`src/rtl/adder_arb_pkg.sv`:
```
// Shared types and helpers for the round-robin adder-sharing arbiter.
// Optional feature macro used by the arbiter: ADD_CHAIN_EN (chained multi-word adds).
package adder_arb_pkg;

    localparam int ADD_W    = 5;
    localparam int MAX_REQ  = 8;
    localparam int MAX_ID_W = 3;

    typedef enum logic {
        IDLE = 1'b0,
        HOLD = 1'b1
    } arb_state_t;

    // First set bit of valid at or after ptr, scanning modulo n (n <= MAX_REQ).
    function automatic logic [MAX_ID_W-1:0] rr_pick(
        input logic [MAX_REQ-1:0]  valid,
        input logic [MAX_ID_W-1:0] ptr,
        input int                  n
    );
        logic [MAX_ID_W-1:0] pick;
        logic                found;
        int                  idx;
        pick  = '0;
        found = 1'b0;
        for (int i = 0; i < MAX_REQ; i++) begin
            idx = (int'(ptr) + i) % n;
            if (!found && (i < n) && valid[idx[MAX_ID_W-1:0]]) begin
                pick  = idx[MAX_ID_W-1:0];
                found = 1'b1;
            end
        end
        return pick;
    endfunction

endpackage

```
`src/rtl/adder_share_arb_if.sv`:
```
// Requester/consumer bus of the adder-sharing arbiter; slave = arbiter side.
// req_chain exists only when ADD_CHAIN_EN is defined.
interface adder_share_arb_if
    import adder_arb_pkg::*;
#(
    parameter int N_REQ = 4
);
    localparam int ID_W = (N_REQ > 1) ? $clog2(N_REQ) : 1;

    logic [N_REQ-1:0]       req_valid;
    logic [N_REQ-1:0]       req_ready;
    logic [N_REQ*ADD_W-1:0] req_a;
    logic [N_REQ*ADD_W-1:0] req_b;
    logic [N_REQ-1:0]       req_ci;
`ifdef ADD_CHAIN_EN
    logic [N_REQ-1:0]       req_chain;
`endif
    logic                   rsp_valid;
    logic                   rsp_ready;
    logic [ADD_W-1:0]       rsp_sum;
    logic                   rsp_co;
    logic [ID_W-1:0]        rsp_id;

    modport slave (
        input  req_valid, req_a, req_b, req_ci,
`ifdef ADD_CHAIN_EN
        input  req_chain,
`endif
        output req_ready,
        output rsp_valid, rsp_sum, rsp_co, rsp_id,
        input  rsp_ready
    );

    modport master (
        output req_valid, req_a, req_b, req_ci,
`ifdef ADD_CHAIN_EN
        output req_chain,
`endif
        input  req_ready,
        input  rsp_valid, rsp_sum, rsp_co, rsp_id,
        output rsp_ready
    );

endinterface

```
`src/rtl/my_sum.sv`:
```
// 5-bit ripple-carry adder shared by all requesters of the arbiter.
module my_sum
    import adder_arb_pkg::*;
(
    input  logic [ADD_W-1:0] a,
    input  logic [ADD_W-1:0] b,
    input  logic             ci,
    output logic [ADD_W-1:0] sum,
    output logic             co
);

    // Carry kept in a procedural variable so the ripple is one combinational chain.
    always_comb begin
        logic carry;
        carry = ci;
        sum   = '0;
        for (int i = 0; i < ADD_W; i++) begin
            sum[i] = a[i] ^ b[i] ^ carry;
            carry  = (a[i] & b[i]) | (carry & (a[i] ^ b[i]));
        end
        co = carry;
    end

endmodule

```
`src/rtl/adder_share_arb.sv`:
```
// Round-robin arbiter sharing one my_sum adder among N_REQ requesters, one result held.
// Define ADD_CHAIN_EN to enable chained multi-word adds (lock on requester, carry forwarding).
module adder_share_arb
    import adder_arb_pkg::*;
#(
    parameter  int N_REQ = 4,
    localparam int ID_W  = (N_REQ > 1) ? $clog2(N_REQ) : 1
) (
    input  logic              clk,
    input  logic              rst_n,
    adder_share_arb_if.slave  bus
);

    arb_state_t       state_reg;
    logic [ID_W-1:0]  rr_ptr_reg;
    logic [ID_W-1:0]  rsp_id_reg;
    logic [ADD_W-1:0] rsp_sum_reg;
    logic             rsp_co_reg;

    logic [N_REQ-1:0]   elig_valid;
    logic [MAX_REQ-1:0] valid_ext;
    logic [ID_W-1:0]    grant;
    logic [ID_W-1:0]    ptr_next;
    logic               can_accept;
    logic               accept;
    logic [ADD_W-1:0]   a_mux;
    logic [ADD_W-1:0]   b_mux;
    logic               ci_mux;
    logic [ADD_W-1:0]   sum_w;
    logic               co_w;

`ifdef ADD_CHAIN_EN
    logic             lock_reg;
    logic [ID_W-1:0]  lock_id_reg;
    logic             chain_c_reg;
`endif

    always_comb begin
        elig_valid = bus.req_valid;
`ifdef ADD_CHAIN_EN
        // While locked only the chain owner may be granted; others stall.
        if (lock_reg) begin
            elig_valid = bus.req_valid & (N_REQ'(1) << lock_id_reg);
        end
`endif
        valid_ext             = '0;
        valid_ext[N_REQ-1:0]  = elig_valid;
        grant                 = ID_W'(rr_pick(valid_ext, MAX_ID_W'(rr_ptr_reg), N_REQ));
        can_accept            = (state_reg == IDLE) | bus.rsp_ready;
        accept                = can_accept & (|elig_valid);
        bus.req_ready         = accept ? (N_REQ'(1) << grant) : '0;
        ptr_next              = (grant == ID_W'(N_REQ - 1)) ? '0 : grant + 1'b1;

        a_mux  = bus.req_a[int'(grant)*ADD_W +: ADD_W];
        b_mux  = bus.req_b[int'(grant)*ADD_W +: ADD_W];
        ci_mux = bus.req_ci[grant];
`ifdef ADD_CHAIN_EN
        if (lock_reg) begin
            ci_mux = chain_c_reg;
        end
`endif
    end

    my_sum u_sum (
        .a   (a_mux),
        .b   (b_mux),
        .ci  (ci_mux),
        .sum (sum_w),
        .co  (co_w)
    );

    always_ff @(posedge clk or negedge rst_n) begin
        if (!rst_n) begin
            state_reg   <= IDLE;
            rr_ptr_reg  <= '0;
            rsp_id_reg  <= '0;
            rsp_sum_reg <= '0;
            rsp_co_reg  <= 1'b0;
`ifdef ADD_CHAIN_EN
            lock_reg    <= 1'b0;
            lock_id_reg <= '0;
            chain_c_reg <= 1'b0;
`endif
        end else begin
            if (accept) begin
                state_reg   <= HOLD;
                rsp_sum_reg <= sum_w;
                rsp_co_reg  <= co_w;
                rsp_id_reg  <= grant;
                rr_ptr_reg  <= ptr_next;
`ifdef ADD_CHAIN_EN
                chain_c_reg <= co_w;
                lock_reg    <= bus.req_chain[grant];
                lock_id_reg <= grant;
`endif
            end else if ((state_reg == HOLD) && bus.rsp_ready) begin
                state_reg <= IDLE;
            end
        end
    end

    assign bus.rsp_valid = (state_reg == HOLD);
    assign bus.rsp_sum   = rsp_sum_reg;
    assign bus.rsp_co    = rsp_co_reg;
    assign bus.rsp_id    = rsp_id_reg;

endmodule
```
`src/flat_wrapper.sv`:
```
// flat-port wrapper written by rule: the top's interface ports become plain ports
module adder_share_arb_flat import adder_arb_pkg::*;
#(
    parameter  int N_REQ = 4,
    localparam int ID_W  = (N_REQ > 1) ? $clog2(N_REQ) : 1
)
  (clk, rst_n, bus_req_valid, bus_req_a, bus_req_b, bus_req_ci, bus_req_ready, bus_rsp_valid, bus_rsp_sum, bus_rsp_co, bus_rsp_id, bus_rsp_ready);
  adder_share_arb_if #(.N_REQ(N_REQ)) bus_i ();
  input  logic clk;
  input  logic rst_n;
  input wire logic [$bits(bus_i.req_valid)-1:0] bus_req_valid;
  input wire logic [$bits(bus_i.req_a)-1:0] bus_req_a;
  input wire logic [$bits(bus_i.req_b)-1:0] bus_req_b;
  input wire logic [$bits(bus_i.req_ci)-1:0] bus_req_ci;
  output wire logic [$bits(bus_i.req_ready)-1:0] bus_req_ready;
  output wire logic [$bits(bus_i.rsp_valid)-1:0] bus_rsp_valid;
  output wire logic [$bits(bus_i.rsp_sum)-1:0] bus_rsp_sum;
  output wire logic [$bits(bus_i.rsp_co)-1:0] bus_rsp_co;
  output wire logic [$bits(bus_i.rsp_id)-1:0] bus_rsp_id;
  input wire logic [$bits(bus_i.rsp_ready)-1:0] bus_rsp_ready;
  assign bus_i.req_valid = bus_req_valid;
  assign bus_i.req_a = bus_req_a;
  assign bus_i.req_b = bus_req_b;
  assign bus_i.req_ci = bus_req_ci;
  assign bus_req_ready = bus_i.req_ready;
  assign bus_rsp_valid = bus_i.rsp_valid;
  assign bus_rsp_sum = bus_i.rsp_sum;
  assign bus_rsp_co = bus_i.rsp_co;
  assign bus_rsp_id = bus_i.rsp_id;
  assign bus_i.rsp_ready = bus_rsp_ready;
  adder_share_arb #(.N_REQ(N_REQ)) u_core (.clk(clk), .rst_n(rst_n), .bus(bus_i));
endmodule
```
`config.mk`:
```
export PLATFORM = sky130hd
export DESIGN_NAME = adder_share_arb_flat
export DESIGN_NICKNAME = d
export VERILOG_FILES = /design/src/rtl/adder_arb_pkg.sv /design/src/rtl/adder_share_arb_if.sv /design/src/rtl/my_sum.sv /design/src/rtl/adder_share_arb.sv /design/src/flat_wrapper.sv
export SDC_FILE = /design/constraint.sdc
export NUM_CORES = 1
export LEC_CHECK = 0
export BUFFER_PORTS_ARGS = -buffer_cell sky130_fd_sc_hd__buf_2
export CORE_UTILIZATION = 30
export CTS_BUF_LIST = sky130_fd_sc_hd__clkbuf_4 sky130_fd_sc_hd__clkbuf_8
export DETAILED_ROUTE_END_ITERATION = 16
export GPL_TIMING_DRIVEN = 0
export PLACE_DENSITY = 0.69
export SYNTH_ARGS = -nofsm -noshare
export SYNTH_HDL_FRONTEND = slang
export SYNTH_SLANG_ARGS = --single-unit
```
`constraint.sdc`:
```
create_clock -name clk -period 7.2 [get_ports clk]
set_clock_uncertainty 0.1 [all_clocks]
set_input_delay 1.08 -clock clk [delete_from_list [all_inputs] [get_ports clk]]
set_output_delay 1.08 -clock clk [all_outputs]
set_load 0.02 [all_outputs]
```
==> run summary, run 1 <==
Counting distinct cell types in the post-synthesis netlist gives 23. Counting every sink on the clock net gives 11. For this run the aggregate overflow at the end of global routing stands at 0.

The starting utilization of the core area is 31.7%, and the horizontal die dimension is 61.8 um. The global-route wire length before repair is 3.51 mm, and the flip-flop count of the largest register after layout is 5. The tree is rooted in a sky130_fd_sc_hd__clkbuf_4. The library cell used most frequently in the layout, excluding fill and tap cells, is sky130_fd_sc_hd__buf_2. Buffers inserted to repair hold after CTS numbered 0. Setup violations remaining at the end of the flow were counted as 0. Gates resized during post-CTS repair numbered 0.

The startpoint of the most critical register-to-register path was u_core.rr_ptr_reg[1]. The wire length per cell works out to 10.3 um. The worst hold path passes through 2 cells. The synthesis warning total is 0, and the worst-case register-to-register setup slack is 3.44 ns.

For the final hold violation count, the log shows 0. The most critical setup path has its startpoint at bus_req_valid[0]. The layout filler cell count is 354, and the post-route fraction of the period consumed by the critical path is 58.0%. Post-route minimum period: 4.18 ns.

At the worst endpoint, the required time is 7.26 ns. The number of max-cap violations is 0, and the full die area is 0.00382 mm2. In this run the tightest slew margin relative to its limit is 66.4%. Summed over all cells, the static leakage comes to 0.816 nW.

The run gives 21 as the placement row count. The tools report the nature of the critical path endpoint as a register. Relative to the synthesized area, the layout overhead comes to 37.5%. The tools report the largest net degree at the start of global routing as 12. After clock tree synthesis, the clock-pin slew on the worst setup and hold paths is 0.07 ns.

Synthesis handed over a netlist of 109 instances. Counting flops and latches in the post-synthesis netlist gives 11. The worst hold path belongs to the class reg -> reg. The run gives 0 as the initial antenna violation count. The run finished with clean final reports. The detailed placement HPWL is 1.90 mm. The path with the worst hold slack has its endpoint at u_core.bus.rsp_sum[4]. For the I/O pin count, the log shows 64. Combinational cells account for 63.8% of the total power. Critical path class: in -> reg. The number of buffers inserted during clock tree synthesis came out at 3.

The top fanout value on the critical path is 11, and the synthesized net count is 169. Port buffering added 63 buffers. Each instance of the synthesized netlist takes up on average 9.85 um2.

At the end of the flow, the number of nets in the layout was 237. The via count of the first global-routing pass is 830, and the worst IR drop on VDD is 0.0658 mV. Setup repair after global routing left no endpoint under its margin.

In this run switching power makes up 42.8% of total power. The repair_antennas step left the layout with diodes totalling 0. The detail route stage leaves a number of antenna-violating nets equal to 0. In this run the power density over the cells is 276 mW/mm2. The H-tree depth is 1, and the first-pass iteration count of the detailed router is 4. Summed over all failing endpoints, the final setup total negative slack is 0 ns. STA classifies the critical path startpoint as an input pin.

Data on the critical path arrives at its endpoint at 4.24 ns. The final routed DRC violation total was 0; the height of the chip was 61.8 um. The DRC violation total after the first TritonRoute iteration came out at 61.

The tools report the number of max-slew violations in the final report as 0. The worst hold path begins at u_core.bus.rsp_sum[4]. After synthesis the cells add up to 0.00107 mm2. Hold is met by 0.380 ns.

After clock tree synthesis, the setup repair step added 0 buffers. The worst register-to-register path ends at u_core.bus.rsp_sum[4]. The share of layout cells above drive strength 1 is 44.9%, and the slew of the pin with the lowest slew margin is 0.505 ns. Measured in cells, the most critical reg-to-reg path has a length of 15. The floorplan step defined a core boundary enclosing 0.00339 mm2.

The buffer depth of the longest clock path is 2, and the via density per instance is 4.30. The share of the Yosys chip area taken by registers is 25.6%. The tools report the part of the total power dissipated in sequential elements as 25.2%. The internal power of the cells totals 0.000233 W. The routed via count was 954. TritonCTS built the clock tree. The logs give 0.699 for the routability-driven placement congestion ratio and 0.26 ns for the latest clock arrival within the worst-skew pair. In the layout the commonest cells are 64 x sky130_fd_sc_hd__buf_2, 29 x sky130_fd_sc_hd__mux2i_1, 20 x sky130_fd_sc_hd__nand2_1, 11 x sky130_fd_sc_hd__dfrtp_1, 6 x sky130_fd_sc_hd__inv_1. The share of total power dissipated in the clock network is 11.0%. The net switching power of the design was 0.000175 W. The detailed-route wire length was 2.29 mm; the maximum clock frequency was 0.239 GHz.

Global routing used 12.6% of the available tracks.
-- metal layers --
layer	wire length, um	share of wire (%)	global-route usage (%)
met5	0	0	0
met1	1060	46	15.0
met3	116	5.1	1.45
met2	1110	49	23.5
met4	7	0.31	3.81
-- synthesized netlist by cell type, drive strengths merged --
library cell	n	area, um2
mux2i	29	290
nand2	20	75.1
dfrtp	11	275
inv	7	26.3
buf	5	58.8
fa	5	100
mux2	5	60.1
o21ai	5	25.0
a21oi	4	20.0
and2	4	25.0
ha	4	50.1
nand2b	3	18.8
nor2	2	7.51
a311oi	1	15.0
clkbuf	1	3.75
nor2b	1	6.26
nor4	1	6.26
o2bb2a	1	10.0
-- power by group through the flow --
stage	logic, W	clock network (W)	registers (W)
global route	0.000296	0.0000485	0.000105
global placement	0.000264	0	0.000103
floorplan	0.000169	0	0.000126
CTS	0.000267	0.0000460	0.000103
finish	0.000260	0.0000448	0.000103
detailed placement	0.000266	0	0.000104
-- layout make-up --
class / instances / area (um2) / share of cell area (%)
multi-input combinational: 85 / 709 / 48.1
timing repair buffer: 63 / 315 / 21.4
buffer: 6 / 62.6 / 4.24
inverter: 7 / 26.3 / 1.78
tap: 46 / 57.6 / 3.90
sequential: 11 / 275 / 18.6
clock buffer: 4 / 30.0 / 2.03
-- worst max-delay path: stages --
cell and delay (ns):
sky130_fd_sc_hd__buf_2 0.13, sky130_fd_sc_hd__mux2i_1 0.12, sky130_fd_sc_hd__nor2_1 0.06, sky130_fd_sc_hd__a311oi_2 0.48, sky130_fd_sc_hd__buf_6 0.25, sky130_fd_sc_hd__mux2_4 0.32
sky130_fd_sc_hd__fa_1 0.38, sky130_fd_sc_hd__inv_1 0.07, sky130_fd_sc_hd__fa_1 0.18, sky130_fd_sc_hd__fa_1 0.18, sky130_fd_sc_hd__inv_1 0.05, sky130_fd_sc_hd__fa_1 0.35
sky130_fd_sc_hd__inv_1 0.09, sky130_fd_sc_hd__fa_1 0.39, sky130_fd_sc_hd__nand2_1 0.07, sky130_fd_sc_hd__nand2_1 0.05
-- worst max-delay path by stage --
stage,slack (ns),to
floorplan,3.09,u_core.bus.rsp_sum[4]
finish,3.02,u_core.bus.rsp_sum[4]
CTS,2.98,u_core.bus.rsp_sum[4]
detailed placement,2.71,u_core.bus.rsp_sum[4]
global route,2.76,u_core.bus.rsp_sum[4]
global placement,2.72,u_core.bus.rsp_sum[4]
-- cells by family (layout without fill, tap and decap cells) --
logic type | count (synthesis) | after routing | synth area share (%)
AOI/OAI and AO/OA | 11 | 11 | 6.53
adders and majority gates | 9 | 9 | 14.0
DFF | 11 | 11 | 25.6
and+or+nand+nor | 31 | 31 | 12.9
buffers and inverters | 13 | 80 | 8.27
muxes | 34 | 34 | 32.6
-- stage by stage --
stage	util, %	cells	instance area [um2]	setup WS, ns	power, W
detailed placement	42.7	218	1450	2.71	0.000370
floorplan	-	109	1070	3.09	0.000295
global placement	42.7	218	1450	2.72	0.000368
CTS	43.6	222	1480	2.98	0.000416
finish	43.6	222	1480	3.02	0.000407
global route	43.6	222	1480	2.76	0.000450
(Power assumes the default switching activity.)
==> run 2, diff against run 1 <==
- ABC_AREA: unset -> 1
- PLACE_DENSITY: 0.69 -> 0.65
- clock period: 7.2 -> 4.3 ns (I/O delays scaled with it)
==> run summary, run 2 <==
The global-route wire length before repair came out at 6.20 mm (was 3.51 mm). The run gives 0 (unchanged) as the number of max-cap violations. Startpoint class of the critical path: a register (was an input pin). The area overhead of the layout relative to synthesis came out at 30.3% (was 37.5%). The tools report the remaining antenna violation count after routing as 0 (unchanged). Crit path cell chain: buf_6 -> inv_8 -> nand2_2 -> nand3_1 -> nand2_2 -> nor2_8 -> nand3_1 -> nand3_2 -> nand2_4 -> inv_4 -> buf_8 -> nand3_2 -> nand2_1 -> fa_1 -> inv_1 -> fa_1 -> fa_1 -> inv_1 -> fa_1 -> inv_1 -> fa_1 -> nand2_1 -> nand2_1 (was buf_2 -> mux2i_1 -> nor2_1 -> a311oi_2 -> buf_6 -> mux2_4 -> fa_1 -> inv_1 -> fa_1 -> fa_1 -> inv_1 -> fa_1 -> inv_1 -> fa_1 -> nand2_1 -> nand2_1). The tools report the overflow left after global routing as 0 (unchanged). Top cells by area in the synthesized netlist: sky130_fd_sc_hd__nand2_1 20%, sky130_fd_sc_hd__dfrtp_1 19%, sky130_fd_sc_hd__nand3_1 13% (was sky130_fd_sc_hd__mux2i_1 27%, sky130_fd_sc_hd__dfrtp_1 26%, sky130_fd_sc_hd__fa_1 9.3%). The placement row count is 25 (was 21). The final layout net count is 355 (was 237), and the buffer depth of the longest clock path is 2 (unchanged). The tools report the number of buffers inserted during clock tree synthesis as 3 (unchanged). Commonest cells after routing, fill and taps aside: 77 x sky130_fd_sc_hd__nand2_1, 67 x sky130_fd_sc_hd__buf_2, 39 x sky130_fd_sc_hd__nand3_1, 38 x sky130_fd_sc_hd__inv_1, 11 x sky130_fd_sc_hd__dfrtp_1 (was 64 x sky130_fd_sc_hd__buf_2, 29 x sky130_fd_sc_hd__mux2i_1, 20 x sky130_fd_sc_hd__nand2_1, 11 x sky130_fd_sc_hd__dfrtp_1, 6 x sky130_fd_sc_hd__inv_1). The most common cell in the netlist was sky130_fd_sc_hd__nand2_1 (was sky130_fd_sc_hd__mux2i_1). After layout, the minimum clock period comes to 3.76 ns. The delay of the slowest cell on the worst path works out to 0.53 ns (was 0.48 ns).

The tools report the setup violation total in the final timing report as 0 (unchanged). The first-pass iteration count of the detailed router is 4 (unchanged). The run finished with clean final reports. The area fraction in compound gates after synthesis was 2.45% (was 6.53%); the mux share of post-synthesis cell area was 0% (was 32.6%).

The H-tree depth came out at 1 (unchanged). The via count of the first global-routing pass was 1,384 (was 830); the number of max-slew violations in the final report was 0 (unchanged). The clock-pin slew on the worst setup and hold paths works out to 0.05 ns (was 0.07 ns). The accumulated negative setup slack came out at 0 ns (unchanged).

Setup repair after global routing left no endpoint under its margin. The wire length per cell was 9.99 um (was 10.3 um); the synthesis warning total was 0 (unchanged). Share of layout cells above drive strength 1: 36.4% (was 44.9%).

The data arrival time of the critical path was 3.83 ns (was 4.24 ns); the number of flops mapped to enable cells by yosys was 0 (unchanged). For the final hold violation count, the log shows 0 (unchanged). The tools report the layout filler cell count as 531 (was 354). TritonCTS built the clock tree. The via density per instance came out at 4.30 (about the same). The starting utilization of the core area was 31.3% (was 31.7%). The routability-driven placement congestion ratio was 0.867 (was 0.699).

For the remaining max-slew budget at the tightest pin, the log shows 65.2% (was 66.4%). The adder-cell area share of the yosys netlist was 10.2% (was 14.0%). Class of the most critical hold timing path: in -> async (was reg -> reg).

The number of port buffers is 63 (unchanged). The total of cells resized after clock tree synthesis was 0 (unchanged). The tools report the startpoint of the most critical register-to-register path as u_core.rr_ptr_reg[0] (was u_core.rr_ptr_reg[1]). The initial antenna violation count is 0 (unchanged). The synthesized area divided by synthesized cell count was 6.52 um2 (was 9.85 um2). Combinational family with the most area after synthesis: simple AND/OR/NAND/NOR gates (was multiplexers). The run gives 948 um2 (was 709 um2) as the total area of multi-input combinational cells.

Critical path class: reg -> reg (was in -> reg). The number of different library cells in the post-synthesis netlist is 26 (was 23), and the simple logic cell fraction of the synthesized area is 51.5% (was 12.9%). The dominant synthesized flop cell was sky130_fd_sc_hd__dfrtp_1 (unchanged). The library cell used as clock root buffer was sky130_fd_sc_hd__clkbuf_8 (was sky130_fd_sc_hd__clkbuf_4).

For the routed via count, the log shows 1,552 (was 954). The cell taking the most area after synthesis was sky130_fd_sc_hd__nand2_1 (was sky130_fd_sc_hd__mux2i_1). Highest-delay cell along the critical path: sky130_fd_sc_hd__fa_1 (was sky130_fd_sc_hd__a311oi_2). The logs give 0.23 ns (was 0.26 ns) for the latest clock arrival within the worst-skew pair and 12 (unchanged) for the largest net degree at the start of global routing.

The full die area was 0.00521 mm2 (was 0.00382 mm2); the clock sink count was 11 (unchanged). Global-route usage over all layers: 15.1% (was 12.6%). The post-synthesis share of cell area spent on xor and xnor gates is 0% (unchanged), and the required time of the worst setup path is 4.37 ns (was 7.26 ns).

Most used cell along the critical path: sky130_fd_sc_hd__fa_1 (unchanged). The synthesized net count came out at 287 (was 169). The run gives 0 (unchanged) as the final routed DRC violation total.

The most frequent standard cell in the layout excluding fill and tap cells is sky130_fd_sc_hd__nand2_1 (was sky130_fd_sc_hd__buf_2). The critical path launch point is u_core.rr_ptr_reg[0] (was bus_req_valid[0]). Area used by sequential logic in the layout: 275 um2 (unchanged). The slew of the pin with the lowest slew margin was 0.518 ns (was 0.505 ns); the top fanout value on the critical path was 11 (unchanged). The number of standard cells after synthesis was 227 (was 109). The post-synthesis sequential element count was 11 (unchanged). The height of the chip is 72.2 um (was 61.8 um), and the I/O pin count is 64 (unchanged). The logs give 0 (unchanged) for the number of diodes and 0 (unchanged) for the quantity of hold-fixing buffers added after cts. For the DRC violation total after the first TritonRoute iteration, the log shows 47 (was 61).

Of the available clock period, the critical path in the final layout requires 87.4%. Leading cell types by count after synthesis: 77 x sky130_fd_sc_hd__nand2_1, 39 x sky130_fd_sc_hd__nand3_1, 38 x sky130_fd_sc_hd__inv_1 (was 29 x sky130_fd_sc_hd__mux2i_1, 20 x sky130_fd_sc_hd__nand2_1, 11 x sky130_fd_sc_hd__dfrtp_1). The horizontal die dimension was 72.2 um (was 61.8 um); the cell area after synthesis was 0.00148 mm2 (was 0.00107 mm2).

The count of buffers added by post-CTS timing repair for setup was 0 (unchanged). The top-area cell type share of the netlist area is 19.5% (was 27.0%). The logs give 3.07 mm (was 1.90 mm) for the detailed placement HPWL and 18.6% (was 25.6%) for the post-synthesis sequential area ratio.

Nature of the critical path endpoint: a register (unchanged). Core box area: 0.00472 mm2 (was 0.00339 mm2). The detailed-route wire length was 3.61 mm (was 2.29 mm); the share of flip-flops with an asynchronous set or reset was 100% (unchanged).

The flip-flop count of the largest register after layout is 5 (unchanged), and the maximum clock frequency is 0.266 GHz.
-- run 2: changes by cell type after synthesis, moves of 3 or more --
cell / previous run / this run
sky130_fd_sc_hd__mux2i_1: 29 / 0
sky130_fd_sc_hd__a21oi_1: 4 / 0
sky130_fd_sc_hd__nand2_2: 0 / 8
sky130_fd_sc_hd__nand3_1: 0 / 39
sky130_fd_sc_hd__inv_1: 6 / 38
sky130_fd_sc_hd__and2_1: 4 / 0
sky130_fd_sc_hd__nor2_1: 2 / 6
sky130_fd_sc_hd__nand2_1: 20 / 77
sky130_fd_sc_hd__mux2_2: 4 / 0
sky130_fd_sc_hd__nand3_2: 0 / 10
sky130_fd_sc_hd__nand2_4: 0 / 4
sky130_fd_sc_hd__buf_2: 1 / 4
sky130_fd_sc_hd__nand2b_1: 3 / 0
-- run 2: final timing paths --
kind | end | slack (ns) | cells after the start
setup / recovery | u_core.bus.rsp_sum[4] | 0.54 | 23
hold / removal | u_core.bus.rsp_valid | 0.17 | 1
setup reg to reg | u_core.bus.rsp_sum[4] | 0.54 | 23
hold reg to reg | u_core.bus.rsp_sum[2] | 0.37 | 2
max in group asynchronous | u_core.bus.rsp_sum[3] | 3.74 | 1
min in group clk | u_core.bus.rsp_sum[2] | 0.37 | 2
-- run 2: area by class of cell --
| type | count | area share (%) |
|---|---|---|
| Tap cell | 67 | 4.35 |
| Multi-Input combinational cell | 164 | 49.2 |
| Timing Repair Buffer | 63 | 16.4 |
| Sequential cell | 11 | 14.3 |
| Inverter | 42 | 8.70 |
| Clock buffer | 4 | 2.53 |
| Buffer | 10 | 4.55 |
-- run 2: stage by stage --
step / std cells / area (um2) / util (%) / worst slack (ns) / hold WS, ns
after detailed placement: 357 / 1880 / 39.8 / 0.262 / 0.359
after floorplan: 227 / 1480 / - / 0.642 / 0.249
after global placement: 357 / 1880 / 39.8 / 0.312 / 0.353
after CTS: 361 / 1930 / 40.8 / 0.505 / 0.172
after global routing: 361 / 1930 / 40.8 / 0.224 / 0.181
final: 361 / 1930 / 40.8 / 0.541 / 0.169
-- run 2: cell families after synthesis --
group | count (synthesis)
AO/OA/AOI/OAI | 6
adder cells (fa/ha/maj) | 9
buffers and inverters | 52
flip-flops | 11
AND/OR/NAND/NOR | 149
-- run 2: per-layer routing --
layer  vias up  GRT usage [%]  wire length, um
li1        832              -                -
met4         0           5.01               36
met1       680           21.3             1810
met5         -              0                0
met2        36           24.0             1620
met3         4           1.67              138
-- run 2: worst max-delay path, delay by kind of cell, from the launching register on --
kind | cells | cell delay (ns)
fa+ha+maj | 5 | 1.60
simple gates | 11 | 1.01
buf+inv | 7 | 0.61
flops | 1 | 0.37
Power of run 2 is left out: the tool's default activity adds up to more than one toggle a clock period on the data nets, which glitch-free logic cannot reach.
